`src/rtl/game_port_timer.sv`:
```
// Game-port (201h) emulation: four one-shot axis timers and four buttons for two joysticks.
// Axis targets come from the analog value when nonzero, otherwise from the digital direction bits.

module game_port_axis #(
    parameter int CNT_W    = 11,
    parameter int CENTER   = 800,
    parameter int MIN_CNT  = 32,
    parameter int MAX_CNT  = 1564,
    parameter int ANA_GAIN = 6
) (
    input  logic [7:0]       ana_i,
    input  logic             neg_i,
    input  logic             pos_i,
    output logic [CNT_W-1:0] target_o
);
    localparam int TW = CNT_W + 2;
    localparam logic signed [TW-1:0] GAIN_S   = TW'(ANA_GAIN);
    localparam logic signed [TW-1:0] CENTER_S = TW'(CENTER);
    localparam logic signed [TW-1:0] MIN_S    = TW'(MIN_CNT);
    localparam logic signed [TW-1:0] MAX_S    = TW'(MAX_CNT);

    logic signed [TW-1:0] a_ext;
    logic signed [TW-1:0] scaled;

    always_comb begin
        a_ext  = {{(TW-8){ana_i[7]}}, ana_i};
        scaled = a_ext * GAIN_S + CENTER_S;
        if (ana_i != 8'd0) begin
            if (scaled < MIN_S)      target_o = CNT_W'(MIN_CNT);
            else if (scaled > MAX_S) target_o = CNT_W'(MAX_CNT);
            else                     target_o = scaled[CNT_W-1:0];
        end else if (neg_i) begin
            target_o = CNT_W'(MIN_CNT);
        end else if (pos_i) begin
            target_o = CNT_W'(MAX_CNT);
        end else begin
            target_o = CNT_W'(CENTER);
        end
    end
endmodule

module game_port_timer #(
    parameter int CNT_W    = 11,
    parameter int DIV      = 66,
    parameter int CENTER   = 800,
    parameter int MIN_CNT  = 32,
    parameter int MAX_CNT  = 1564,
    parameter int ANA_GAIN = 6,
    parameter int NUM_JOY  = 2
) (
    input  logic        clk,
    input  logic        rst_n,
    input  logic [5:0]  dig_1,
    input  logic [5:0]  dig_2,
    input  logic [15:0] ana_1,
    input  logic [15:0] ana_2,
    output logic [31:0] readdata,
    input  logic        write,
    input  logic [31:0] writedata,
    input  logic [3:0]  byteenable
);
    typedef enum logic {IDLE, COUNT} state_t;

    localparam int         DIV_W  = (DIV > 1) ? $clog2(DIV) : 1;
    localparam logic [3:0] EN_RST = (NUM_JOY == 2) ? 4'b1111 : 4'b0011;

    state_t                  state_q, state_d;
    logic [DIV_W-1:0]        div_q, div_d;
    logic [3:0][CNT_W-1:0]   cnt_q, cnt_d;
    logic [3:0]              en_q, en_d;
    logic [3:0][CNT_W-1:0]   tgt;
    logic [3:0][7:0]         ana_ax;
    logic [3:0]              neg, pos, ld_nz, ax;
    logic                    trig, tick;
    logic [1:0]              btn_1, btn_2;

    // Axis order J1X, J1Y, J2X, J2Y; LEFT/UP pull towards MIN, RIGHT/DOWN towards MAX.
    assign ana_ax = {ana_2[15:8], ana_2[7:0], ana_1[15:8], ana_1[7:0]};
    assign neg    = {dig_2[3], dig_2[1], dig_1[3], dig_1[1]};
    assign pos    = {dig_2[2], dig_2[0], dig_1[2], dig_1[0]};

    for (genvar g = 0; g < 4; g++) begin : g_axis
        game_port_axis #(
            .CNT_W(CNT_W), .CENTER(CENTER), .MIN_CNT(MIN_CNT),
            .MAX_CNT(MAX_CNT), .ANA_GAIN(ANA_GAIN)
        ) u_axis (
            .ana_i(ana_ax[g]), .neg_i(neg[g]), .pos_i(pos[g]), .target_o(tgt[g])
        );
    end

    always_comb begin
        en_d    = en_q;
        cnt_d   = cnt_q;
        div_d   = div_q;
        state_d = state_q;
        ld_nz   = '0;
        trig    = write && byteenable[1];
        tick    = (div_q == DIV_W'(DIV - 1));
        if (write && byteenable[2]) en_d = writedata[19:16];
        // A trigger overrides any tick on the same edge and uses the freshly written mask.
        if (trig) begin
            for (int i = 0; i < 4; i++) begin
                cnt_d[i] = en_d[i] ? tgt[i] : '0;
                ld_nz[i] = (cnt_d[i] != '0);
            end
            state_d = (|ld_nz) ? COUNT : IDLE;
            div_d   = (|ld_nz) ? DIV_W'(1) : '0;
        end else begin
            case (state_q)
                IDLE: div_d = '0;
                COUNT: begin
                    if (tick) begin
                        div_d = '0;
                        for (int i = 0; i < 4; i++)
                            if (cnt_q[i] != '0) cnt_d[i] = cnt_q[i] - CNT_W'(1);
                    end else begin
                        div_d = div_q + DIV_W'(1);
                    end
                    if (cnt_d == '0) begin
                        state_d = IDLE;
                        div_d   = '0;
                    end
                end
                default: state_d = IDLE;
            endcase
        end
    end

    always_ff @(posedge clk or negedge rst_n) begin
        if (!rst_n) begin
            state_q <= IDLE;
            div_q   <= '0;
            cnt_q   <= '0;
            en_q    <= EN_RST;
        end else begin
            state_q <= state_d;
            div_q   <= div_d;
            cnt_q   <= cnt_d;
            en_q    <= en_d;
        end
    end

    always_comb begin
        for (int i = 0; i < 4; i++) ax[i] = en_q[i] ? (cnt_q[i] != '0) : 1'b1;
    end

    // A joystick with no enabled axis is treated as absent: buttons read released.
    assign btn_1 = (en_q[1:0] == 2'b00) ? 2'b11 : ~dig_1[5:4];
    assign btn_2 = (en_q[3:2] == 2'b00) ? 2'b11 : ~dig_2[5:4];

    assign readdata = {8'hFF, (state_q == COUNT), 3'b111, en_q, btn_2, btn_1, ax, 8'hFF};

    logic unused_bits;
    assign unused_bits = ^{writedata[31:20], writedata[15:0], byteenable[3], byteenable[0]};
endmodule

```
`config.mk`:
```
export PLATFORM = sky130hd
export DESIGN_NAME = game_port_timer
export DESIGN_NICKNAME = d
export VERILOG_FILES = /design/src/rtl/game_port_timer.sv
export SDC_FILE = /design/constraint.sdc
export NUM_CORES = 1
export LEC_CHECK = 0
export BUFFER_PORTS_ARGS = -buffer_cell sky130_fd_sc_hd__buf_2
export CORE_ASPECT_RATIO = 0.9
export CORE_UTILIZATION = 33
export DETAILED_ROUTE_END_ITERATION = 10
export GPL_TIMING_DRIVEN = 0
export SYNTH_ARGS = -nofsm -noshare
export SYNTH_HDL_FRONTEND = slang
export SYNTH_HIERARCHICAL = 1
export SYNTH_SLANG_ARGS = --single-unit
```
`constraint.sdc`:
```
create_clock -name clk -period 3.93 [get_ports clk]
set_input_delay 1.179 -clock clk [delete_from_list [all_inputs] [get_ports clk]]
set_output_delay 1.179 -clock clk [all_outputs]
set_load 0.1 [all_outputs]
```
# Yosys cells after proc, flatten, opt, wreduce, memory -nomap -nowiden

Index checks and enable logic that the tools add are counted.

Memories kept: 0
Word-level logic and storage cells: 100
Bits of input ports: 83
Latch bits: 0
Bits in read-only memories: 0
Bits in writable memories: 0
Output and inout bits: 32
Register bits after elaboration: 56

Multiplexer cells: 49
Order comparisons: 8
$mul: 4
Add/sub/neg operators: 9
Equal/unequal tests: 1
Bitwise operators: 3
Div/mod/pow operators: 0
Reduce and logical (&&, ||, !) cells: 19
Shift operators: 0

Operator list:

| operator               | number |
|---|---|
| $mux 11                | 28 |
| $mux 44                | 5 |
| $reduce_bool 11->1     | 8 |
| $add 13x11->13 const B | 4 |
| $gt 13x12->1 const B   | 4 |
| $lt 13x7->1 const B    | 4 |
| $logic_not 44->1       | 1 |
| $mul 8x3->11 const B   | 4 |
| $sub 11x1->11 const B  | 4 |
| $reduce_bool 8->1      | 4 |
| $mux 7                 | 3 |
| $pmux 7 s2             | 1 |
| $mux 1                 | 9 |
| $add 7x1->7 const B    | 1 |
| $eq 7x7->1 const B     | 1 |
| $logic_not 2->1        | 2 |
| $mux 2                 | 2 |
| $mux 4                 | 1 |
| $not 2->2              | 2 |
| $reduce_or 4->1        | 1 |
| $logic_and 1x1->1      | 2 |
| $reduce_bool 2->1      | 1 |
| $not 1->1              | 1 |

# Logic depth before layout (Yosys ltp)

Gate-level depths: netlist of run 1.

Depth in word-level cells: 11
Mapped depth: 17

# By module

The synthesis of run 1 kept the hierarchy.

By module, submodules not included:

| module                                 | cells each | instances | area an instance (um2) |
|---|---|---|---|
| game_port_timer                        | 513        | 1         | 4351.7 |
| game_port_axis at g_axis[0].u_axis ... | 126        | 3         | 980.9 |
| game_port_axis at g_axis[2].u_axis     | 130        | 1         | 1027.2 |

# Least setup slack after synthesis of run 1

No wires, ideal clock.

Path kind: input to register
Start point: input port ana_1[9]
End point: register div_q[0]
Arrival: 4.897 ns
Setup time: 0.143 ns
Buffers on the path: 0
Stages: 15
Setup slack: -1.110 ns
Data required time: 3.787 ns
Cells stage by stage: ha_1 > ha_1 > fa_1 > xor2_1 > o211ai_1 > a21oi_1 > o22ai_1 > xnor2_1 > or2_2 > o41a_2 > o21a_1 > nor4_1 > a31oi_1 > o41ai_1 > o41ai_1

RTL lines:

| element              | line | text |
|---|---|---|
| from (decl)          | 55   | `input logic [15:0] ana_1,` |
| to (signal assigned) | 137  | `div_q <= div_d;` |
| to (decl)            | 68   | `logic [DIV_W-1:0] div_q, div_d;` |

==> metrics, run 1 <==
mux contribution to synthesized area=3.77%; count of cell types in the netlist=~100; vias in the first global route=approximately 7.9k; ANT cells=0; row count=54; WP data arrival=between 5 and 6 ns; failing checks=negative setup slack; sequential share of the synthesized area=16.9%; top cells by area, synth=dfrtp_1, ha_1, xnor2_1; period utilisation layout=123%; simple-gate portion of the synthesized area=26.0%; Die Y=153 um; count leader, synth=ha_1; xor/xnor share of the synthesized area=about 6.8%; First-pass DRT Iterations=5; adder-cell area share of the yosys netlist=13.7%; status=finished, violations left; worst-case reg-to-reg path depth=10; Nets=approximately 1.4k; Setup crit end kind=flop; final hold viol count=0; # IOs=115; predominant post-synthesis flop cell=dfrtp_1; Post-synth EDFFs=0; Pins Over Slew Limit=0; CTS tree=yes; Syn. warnings=6; minimum clock period=4.84 ns; synth-to-layout area growth=42.0%; fill cell count=2,255; setup TNS=-3.87 ns; number of clock sinks=between 50 and 60; routability cong.=0.914; clk slew on worst S/H paths=0.07 ns; critical path class=primary input to flop; Synth top area share=15.6%; Final Instance Count excl. Fillers=between 1.5k and 2k; leak pwr=0.00474 uW; RSZ-0062 raised after global routing=true; Die ar.=25,900 sq um; Routed WL=around 25 mm; Fin Clk Skew=between 0.006 and 0.007 ns; via count=about 8.5k; routed wire length per instance=16.7 um; core area=24,500 sq um; max_slew headroom=approximately 49%; cts bufs inserted=5; Total Routing Usage GR=18.5%; number of synthesized register bits=56; Detail Placement HPWL=roughly 18 mm; Synth Area per Inst=8.15 sq um; Setup violations, final=23; Max Freq=roughly 210 MHz; CTS Hold Buffers Added=0; placed instance count=1,440; dpl ws=-1.58 ns; initial core utilization=33.9%; Hold Path Depth=1; critical path data required time=a little over 4 ns; Longest Clk Path Bufs=2; grt total ovfl=0; share of cells above drive strength 1=38.1%; HP Class=flop to flop; pin count of the biggest net entering global routing=57; initial antenna violation count=0; most frequent cells after synthesis=ha_1, nand2_1, inv_1, o21ai_0, nor2_1; post-route ant nets=0; clk_lat worst skew=roughly 0.31 ns; first-pass GRT wire length=39.4 mm; footprint of the multi-input gates=roughly 8000 sq um; max_cap viols=0; setup slack, reg-to-reg=about 0.72 ns; Worst-Margin Slew=between 0.7 and 0.8 ns; final worst-path setup slack=-0.914 ns; peak supply drop=219 uV; buffers added on ports=65; async set-reset flop share out of synthesis=100%; pwr/cell area=roughly 380 nW/um^2; critical path launch point type=primary input; H-tree levels=2; Residual DRC=0; largest family of logic cells by synthesized area=simple AND/OR/NAND/NOR gates; mapped cell area=8320 sq um; Worst Path Max Fanout=5; biggest area consumer among synthesized cells=dfrtp_1; iteration-0 DRC count of the detailed router=508; die width=169 um; Compound-Gate Fraction of Synth Area=24.7%; Gate Count Post-Synth=1,021; Vias/cell=5.58; CTS root buf=clkbuf_16; Reg area=1410 sq um
-- flip-flops by register name, indices dropped and copies added, names as in the netlist --
| signal | count |
|---|---|
| cnt_q | 44 |
| div_q | 7 |
| en_q | 4 |
| state_q | 1 |
-- power breakdown --
part           switching, uW  internal [uW]  leakage (uW)  total, uW
Sequential               154            686      0.000718        840
Clock                    219            366     0.0000911        585
Combinational           1690           1360       0.00393       3050
-- cells by family (layout without fill, tap and decap cells) --
| family | count (synthesis) | in the layout |
|---|---|---|
| AO/OA/AOI/OAI | 284 | 284 |
| XOR/XNOR | 65 | 65 |
| adder cells (fa/ha/maj) | 89 | 89 |
| buffers and inverters | 132 | 287 |
| flip-flops | 56 | 56 |
| multiplexers | 27 | 27 |
| other | 5 | 23 |
| AND/OR/NAND/NOR | 363 | 363 |
-- per-stage QoR --
stage | instance area [sq um] | util [%] | power [uW] | hold slack (ns)
finish | 11800 | 48.2 | 4470 | 0.535
global route | 11800 | 48.2 | 4750 | 0.569
floorplan | 8760 | - | 2600 | 0.488
CTS | 10700 | 43.8 | 4000 | 0.536
detailed placement | 9510 | 38.8 | 3060 | 0.529
global placement | 9510 | 38.8 | 3040 | 0.516
-- what timing repair did --
action                     CTS  global route
hold endpoints to repair     0             0
cloned                       0             1
setup endpoints to repair   38            38
pin swaps                   68            47
resized for setup          133           138
buffers inserted            52            34
-- layer usage --
layer | GRT usage (%) | up-vias | routed length (um) | share of wire [%]
met3 | 2.49 | 20 | 1040 | 4.1
li1 | - | 4129 | - | -
met2 | 30.0 | 194 | 12100 | 48
met4 | 3.65 | 0 | 345 | 1.4
met1 | 26.0 | 4200 | 12000 | 47
met5 | 0 | - | 0 | 0
-- path summary, 6_finish.rpt --
| path | end | from |
|---|---|---|
| min | div_q[0]$_DFF_PN0_ | div_q[0]$_DFF_PN0_ |
| min reg2reg | div_q[0]$_DFF_PN0_ | div_q[0]$_DFF_PN0_ |
| max | div_q[0]$_DFF_PN0_ | ana_1[1] |
| min in group asynchronous | cnt_q[12]$_DFFE_PN0P_ | rst_n |
| max in group asynchronous | cnt_q[36]$_DFFE_PN0P_ | rst_n |
| max reg2reg | div_q[0]$_DFF_PN0_ | div_q[0]$_DFF_PN0_ |
-- worst max-delay path: stages --
cell,delay (ns)
buf_8,0.10
ha_4,0.23
ha_4,0.16
fa_2,0.41
a21o_4,0.26
a21oi_4,0.15
xnor2_2,0.11
a22o_4,0.24
mux4_2,0.36
a21oi_4,0.05
o41a_4,0.50
o21a_1,0.15
nor4_4,0.33
a31oi_4,0.18
o41ai_4,0.33
buf_4,0.19
o41ai_2,0.06
-- final cells by class --
cell class / instances / share of cell area [%]
multi-input combinational: 851 / 67.8
sequential: 56 / 11.9
timing repair buffer: 152 / 9.49
tap: 336 / 3.56
buffer: 59 / 3.37
inverter: 68 / 2.28
clock buffer: 6 / 1.09
clock inverter: 2 / 0.508
-- cells in the final DEF, fill, tap and decap left out, types with 10 or more instances in the layout --
master,count
clkbuf_1,17
nand3_1,19
or3_1,10
nand4_1,23
nor4_1,21
ha_1,41
o21ai_1,21
buf_2,55
a21oi_1,32
a21oi_2,15
o21ai_0,31
nor2_1,52
dfrtp_1,52
conb_1,23
mux2i_1,19
inv_1,56
buf_6,26
nor3_1,30
xnor2_1,31
a21o_1,16
nand2_1,78
buf_4,105
ha_4,36
xor2_1,17
xnor2_2,12
Power figures use the tool's default switching activity.
==> inputs of run 2 (changes only) <==
Settings changed: RECOVER_POWER set to 50.
==> run 2 against run 1 <==
Compared with the run above:
- the flow still finishes with violations (negative setup slack)
- worst hold slack about the same
- core utilization about the same
- final cell count unchanged
- non-clock buffer count unchanged
- routed wire length about the same
- global-route usage unchanged
- die area unchanged
- register-to-register slack about the same
- sequential power about the same
- count of clock-buffer cells in the layout unchanged
- via count about the same
- first-iteration DRC count up 1.8%
- critical path type unchanged
- largest cell class unchanged
==> metrics, run 2 (synthesis results as in run 1) <==
row count=54 (unchanged); Residual DRC=0 (unchanged); die width=169 um (unchanged); worst hold endpoint=div_q[0]$_DFF_PN0_; grt total ovfl=0 (unchanged); Fin Clk Skew=0.00752 ns (+0.000655 ns); clock power share=13.1% (about the same); critical path data required time=4.11 ns (about the same); Largest Register=cnt_q; sequential power share=18.8% (about the same); hold path start=div_q[0]$_DFF_PN0_; final worst-path setup slack=-0.914 ns (-0.000222 ns); Total Routing Usage GR=18.5% (unchanged); share of cells above drive strength 1=38.1% (unchanged); number of clock sinks=56 (unchanged); Total Power=4470 uW (about the same); clk_lat worst skew=0.31 ns (about the same); RSZ-0062 raised after global routing=true; Detail Placement HPWL=18.0 mm (unchanged); worst-case reg-to-reg path depth=10 (unchanged); routability cong.=0.914 (unchanged); Setup violations, final=23 (unchanged); Die ar.=25,900 sq um (unchanged); failing checks=negative setup slack; Pins Over Slew Limit=0 (unchanged); initial antenna violation count=0 (unchanged); CTS tree=yes; Worst-Margin Slew=1.47 ns (+0.708 ns); Largest regs=cnt_q x44, div_q x7, en_q x4; # IOs=115 (unchanged); clk slew on worst S/H paths=0.07 ns (about the same); met3 Use GR=2.49% (unchanged); max incr delay on CP=0.50 ns (about the same); grt met2 use=30.0% (unchanged); minimum clock period=4.84 ns (+0.000222 ns); core area=24,500 sq um (unchanged); Nets=1,365 (unchanged); First-pass DRT Iterations=5 (unchanged); CTS Hold Buffers Added=0 (unchanged); period utilisation layout=123% (about the same); chain of cells forming the critical path=buf_8 > ha_4 > ha_4 > fa_2 > a21o_4 > a21oi_4 > xnor2_2 > a22o_4 > mux4_2 > a21oi_4 > o41a_4 > o21a_1 > nor4_4 > a31oi_4 > o41ai_4 > buf_4 > o41ai_2; H-tree levels=2 (unchanged); Die Y=153 um (unchanged); grt peak-use layer=met2; max_slew headroom=2.17% (-47 points); Min Hold Slack=0.535 ns (-0.00000300 ns); status=finished, violations left; HP Class=flop to flop; critical path class=primary input to flop; Worst Path Max Fanout=5 (unchanged); setup TNS=-3.88 ns (-0.00956 ns); pin count of the biggest net entering global routing=57 (unchanged); Worst R2R Start=div_q[0]$_DFF_PN0_; setup slack, reg-to-reg=0.72 ns (about the same); Setup crit end kind=flop; WP data arrival=5.02 ns (about the same); Longest Clk Path Bufs=2 (unchanged); pwr/cell area=379 nW/um^2 (about the same); first-pass GRT wire length=39.4 mm (unchanged); Routed WL=25.5 mm (about the same); buffers added on ports=65 (unchanged); most common cell after layout, fill and taps aside=buf_4; peak supply drop=219 uV (about the same); sw frac=46.0% (about the same); CTS root buf=clkbuf_16; initial core utilization=33.9% (unchanged); vias in the first global route=7,925 (unchanged); iteration-0 DRC count of the detailed router=517 (+1.8%); slowest CP cell=o41a_4; most frequent cells in the layout=buf_4, nand2_1, inv_1; NetSw=2060 uW (about the same); Logic pwr share=68.2% (about the same); number of flip-flops in the largest register=44 (unchanged); via count=8,540 (-0.035%); post-route ant nets=0 (unchanged); Internal=2420 uW (about the same); final hold viol count=0 (unchanged); Vias/cell=5.58 (about the same); critical path launch point type=primary input; Hold Path Depth=1 (unchanged); ANT cells=0 (unchanged); cts bufs inserted=5 (unchanged); synth-to-layout area growth=41.9% (about the same); Max Freq=206 MHz (about the same); FF-to-FF End=div_q[0]$_DFF_PN0_; routed wire length per instance=16.7 um (about the same); met1 layer usage reported by global route=26.0% (unchanged); leak pwr=0.00474 uW (about the same); max_cap viols=0 (unchanged)
run 2: what timing repair did:
| action | in CTS | in global routing |
|---|---|---|
| pin swaps | 68 | 47 |
| resized for setup | 133 | 138 |
| gates cloned | 0 | 1 |
| endpoints found under the setup margin | 38 | 38 |
| setup buffers | 52 | 34 |
| endpoints found under the hold margin | 0 | 0 |
run 2: worst max path at each step:
stage,startpoint,end,cells past startpoint
finish,ana_1[1],div_q[0]$_DFF_PN0_,17
detailed placement,ana_1[1],div_q[0]$_DFF_PN0_,16
global route,ana_1[1],div_q[0]$_DFF_PN0_,17
CTS,ana_2[2],div_q[0]$_DFF_PN0_,18
global placement,ana_1[1],div_q[0]$_DFF_PN0_,16
floorplan,ana_1[9],div_q[0]$_DFF_PN0_,15
run 2: metrics by stage:
step / std cells / utilization [%] / setup WS [ns] / area, sq um
after floorplan: 1039 / - / -0.715 / 8760
after global placement: 1440 / 38.8 / -1.57 / 9510
after detailed placement: 1440 / 38.8 / -1.58 / 9510
after CTS: 1495 / 43.8 / -0.904 / 10700
after global routing: 1530 / 48.2 / -1.04 / 11800
final: 1530 / 48.2 / -0.914 / 11800
run 2: layout make-up:
type / count / area [sq um]
clock inverters: 2 / 60.1
repair buffers: 152 / 1120
flip-flops and latches: 56 / 1410
well taps: 336 / 420
plain buffers: 59 / 398
inverters: 68 / 269
clock buffers: 6 / 129
fillers: 2254 / 12700
multi-input cells: 851 / 8010
run 2: power groups by stage:
stage	clock, uW	combinational [uW]	sequential [uW]
4_1_cts	597	2570	836
6_report	584	3050	840
3_5_place_dp	0	2220	845
5_1_grt	618	3270	855
2_1_floorplan	0	1750	850
3_3_place_gp	0	2200	842
run 2: critical path, delay by kind of cell:
family                     cells  cell delay, ns
AOI/OAI and AO/OA              9            1.92
adders and majority gates      3            0.80
muxes                          1            0.36
and+or+nand+nor                1            0.33
buffers and inverters          2            0.29
xor gates and xnor gates       1            0.11
run 2: routing by layer:
layer / routed length (um) / vias up / share of wire (%)
met3: 1020 / 20 / 4.0
met2: 12100 / 196 / 48
met1: 12000 / 4195 / 47
met5: 0 / - / 0
li1: - / 4129 / -
met4: 345 / 0 / 1.4
==> inputs of run 3 (changes only) <==
Settings changed: REMOVE_ABC_BUFFERS set to 1.
==> run 3 against run 2 <==
Compared with the run above:
- the run still ends with negative setup slack left
- core utilization decreased by 1.9 points
- setup slack improved by 0.070 ns
- clock skew decreased by 0.0010 ns
- power decreased by 2.1%
- global-route usage decreased by 0.85 points
- die area unchanged
- fmax increased by 1.5%
- sequential share of layout area increased by 0.49 points
- critical path type unchanged
==> metrics, run 3 (synthesis results as in run 1) <==
status=finished, violations left; failing checks=negative setup slack; max_slew headroom=5.06% (+2.9 points); most common cell after layout, fill and taps aside=nand2_1; chain of cells forming the critical path=buf_8 > ha_4 > ha_4 > buf_6 > a21o_4 > and4_4 > or3_4 > a22o_4 > mux4_2 > a21oi_4 > nor4b_2 > nor3_2 > nor4_2 > a31oi_2 > o41ai_4 > o41ai_1; max_cap viols=0 (unchanged); Min Hold Slack=0.541 ns (+0.00602 ns); clock power share=10.7% (-2.4 points); row count=54 (unchanged); clk slew on worst S/H paths=0.07 ns (about the same); Largest Register=cnt_q; worst hold endpoint=div_q[0]$_DFF_PN0_; initial core utilization=33.9% (unchanged); number of clock sinks=56 (unchanged); Fin Clk Skew=0.00651 ns (-0.00101 ns); Logic pwr share=69.0% (+0.8 points); buffers added on ports=65 (unchanged); Hold Path Depth=1 (unchanged); via count=8,359 (-2.1%); iteration-0 DRC count of the detailed router=688 (+33%); First-pass DRT Iterations=5 (unchanged); met3 Use GR=1.82% (-0.68 points); post-route ant nets=0 (unchanged); initial antenna violation count=0 (unchanged); Core Util, Final=46.2% (-1.9 points); Die Y=153 um (unchanged); FF-to-FF End=div_q[0]$_DFF_PN0_; setup slack, reg-to-reg=0.17 ns (-0.55 ns); die width=169 um (unchanged); share of cells above drive strength 1=37.1% (-1.0 points); CTS Hold Buffers Added=0 (unchanged); RSZ-0062 raised after global routing=true; met1 layer usage reported by global route=25.5% (-0.54 points); pin count of the biggest net entering global routing=57 (unchanged); cts bufs inserted=5 (unchanged); Total Routing Usage GR=17.6% (-0.85 points); ANT cells=0 (unchanged); Nets=1,292 (-5.3%); vias in the first global route=7,631 (-3.7%); final hold viol count=0 (unchanged); Worst-Margin Slew=1.42 ns (-0.0433 ns); Residual DRC=0 (unchanged); Worst Path Max Fanout=5 (unchanged); Setup crit end kind=flop; setup TNS=-4.07 ns (-0.183 ns); slowest CP cell=nor4b_2; sequential power share=20.3% (+1.5 points); leak pwr=0.00444 uW (-6.2%); WP data arrival=4.94 ns (-0.08 ns); pwr/cell area=386 nW/um^2 (+1.9%); HP Class=flop to flop; grt peak-use layer=met2; worst-case reg-to-reg path depth=10 (unchanged); Routed WL=25.3 mm (-0.66%); sw frac=47.7% (+1.7 points); synth-to-layout area growth=36.3%; grt met2 use=28.8% (-1.2 points); core area=24,500 sq um (unchanged); max incr delay on CP=0.52 ns (+0.02 ns); Vias/cell=5.74 (+2.8%); CTS root buf=clkbuf_16; Die ar.=25,900 sq um (unchanged); critical path class=primary input to flop; Setup violations, final=27 (+17%); critical path data required time=4.09 ns (-0.02 ns); Worst R2R Start=div_q[1]$_DFF_PN0_; routability cong.=0.824 (-9.9%); CTS tree=yes; H-tree levels=2 (unchanged); critical path launch point type=primary input; routed wire length per instance=17.4 um (+4.3%); Final Instance Count excl. Fillers=1,457 (-4.8%); grt total ovfl=0 (unchanged); # IOs=115 (unchanged); placed instance count=1,377 (-4.4%); final worst-path setup slack=-0.844 ns (+0.0695 ns); Detail Placement HPWL=16.6 mm (-8.1%); Max Freq=209 MHz (+1.5%); number of flip-flops in the largest register=44 (unchanged); period utilisation layout=121% (-1.8 points); Largest regs=cnt_q x44, div_q x7, en_q x4; hold path start=div_q[0]$_DFF_PN0_; NetSw=2090 uW (+1.5%); first-pass GRT wire length=38.1 mm (-3.2%); minimum clock period=4.77 ns (-0.0695 ns); Internal=2290 uW (-5.2%); Pins Over Slew Limit=0 (unchanged); Longest Clk Path Bufs=2 (unchanged); most frequent cells in the layout=nand2_1, buf_4, inv_1; clk_lat worst skew=0.30 ns (about the same); peak supply drop=171 uV (-22%); CP most frequent cell=ha_4
## run 3: changes by cell type in the layout (fill, tap and decap cells not counted), moves of 4 or more
cell	before	now
nor4_1	21	17
o21ai_4	5	1
buf_4	104	61
clkbuf_1	17	2
a2bb2oi_2	1	5
o21ai_2	4	9
buf_6	26	16
## run 3: worst max path at each step
| stage | from | end | slack, ns | cells after the start |
|---|---|---|---|---|
| after detailed placement | ana_1[1] | div_q[0]$_DFF_PN0_ | -1.91 | 16 |
| after global placement | ana_1[1] | div_q[0]$_DFF_PN0_ | -1.86 | 16 |
| after global routing | ana_1[5] | div_q[0]$_DFF_PN0_ | -0.99 | 15 |
| final | ana_1[1] | div_q[0]$_DFF_PN0_ | -0.84 | 16 |
| after floorplan | ana_1[9] | div_q[0]$_DFF_PN0_ | -1.11 | 15 |
| after CTS | ana_2[2] | div_q[0]$_DFF_PN0_ | -0.78 | 17 |
## run 3: worst max-delay path: cells and delay by family
kind	cells	cell delay, ns
multiplexers	1	0.36
buffers and inverters	2	0.23
adder cells (fa/ha/maj)	2	0.40
AO/OA/AOI/OAI	6	1.26
AND/OR/NAND/NOR	5	1.51
## run 3: power groups by stage
stage,Clock [uW],Combinational [uW],Sequential (uW)
after global placement,0,1970,892
after floorplan,0,1550,897
final,467,3020,889
after detailed placement,0,1980,895
after CTS,478,2360,884
after global routing,496,3230,912
## run 3: what timing repair did
item | in CTS | in global routing
gates resized for setup | 166 | 186
hold endpoints to repair | 0 | 0
cloned | 0 | 0
setup endpoints to repair | 41 | 41
pin swaps | 57 | 43
buffers inserted | 37 | 35
## run 3: final cells by class
type	instances	area, sq um
Fill cell	2194	13200
Inverter	68	278
Timing Repair Buffer	138	1020
Clock buffer	8	146
Tap cell	336	420
Multi-Input combinational cell	851	8070
Sequential cell	56	1410
## run 3: metrics by stage
step | power (uW) | area (sq um) | setup slack, ns
3_3_place_gp | 2860 | 8730 | -1.86
2_1_floorplan | 2450 | 7990 | -1.11
3_5_place_dp | 2880 | 8750 | -1.91
5_1_grt | 4640 | 11300 | -0.992
6_report | 4380 | 11300 | -0.844
4_1_cts | 3720 | 10000 | -0.776
## run 3: routing by layer
metal	wire, um	part of all wire [%]
met4	236	0.93
met2	12100	48
met1	11900	47
met3	1100	4.4
met5	0	0
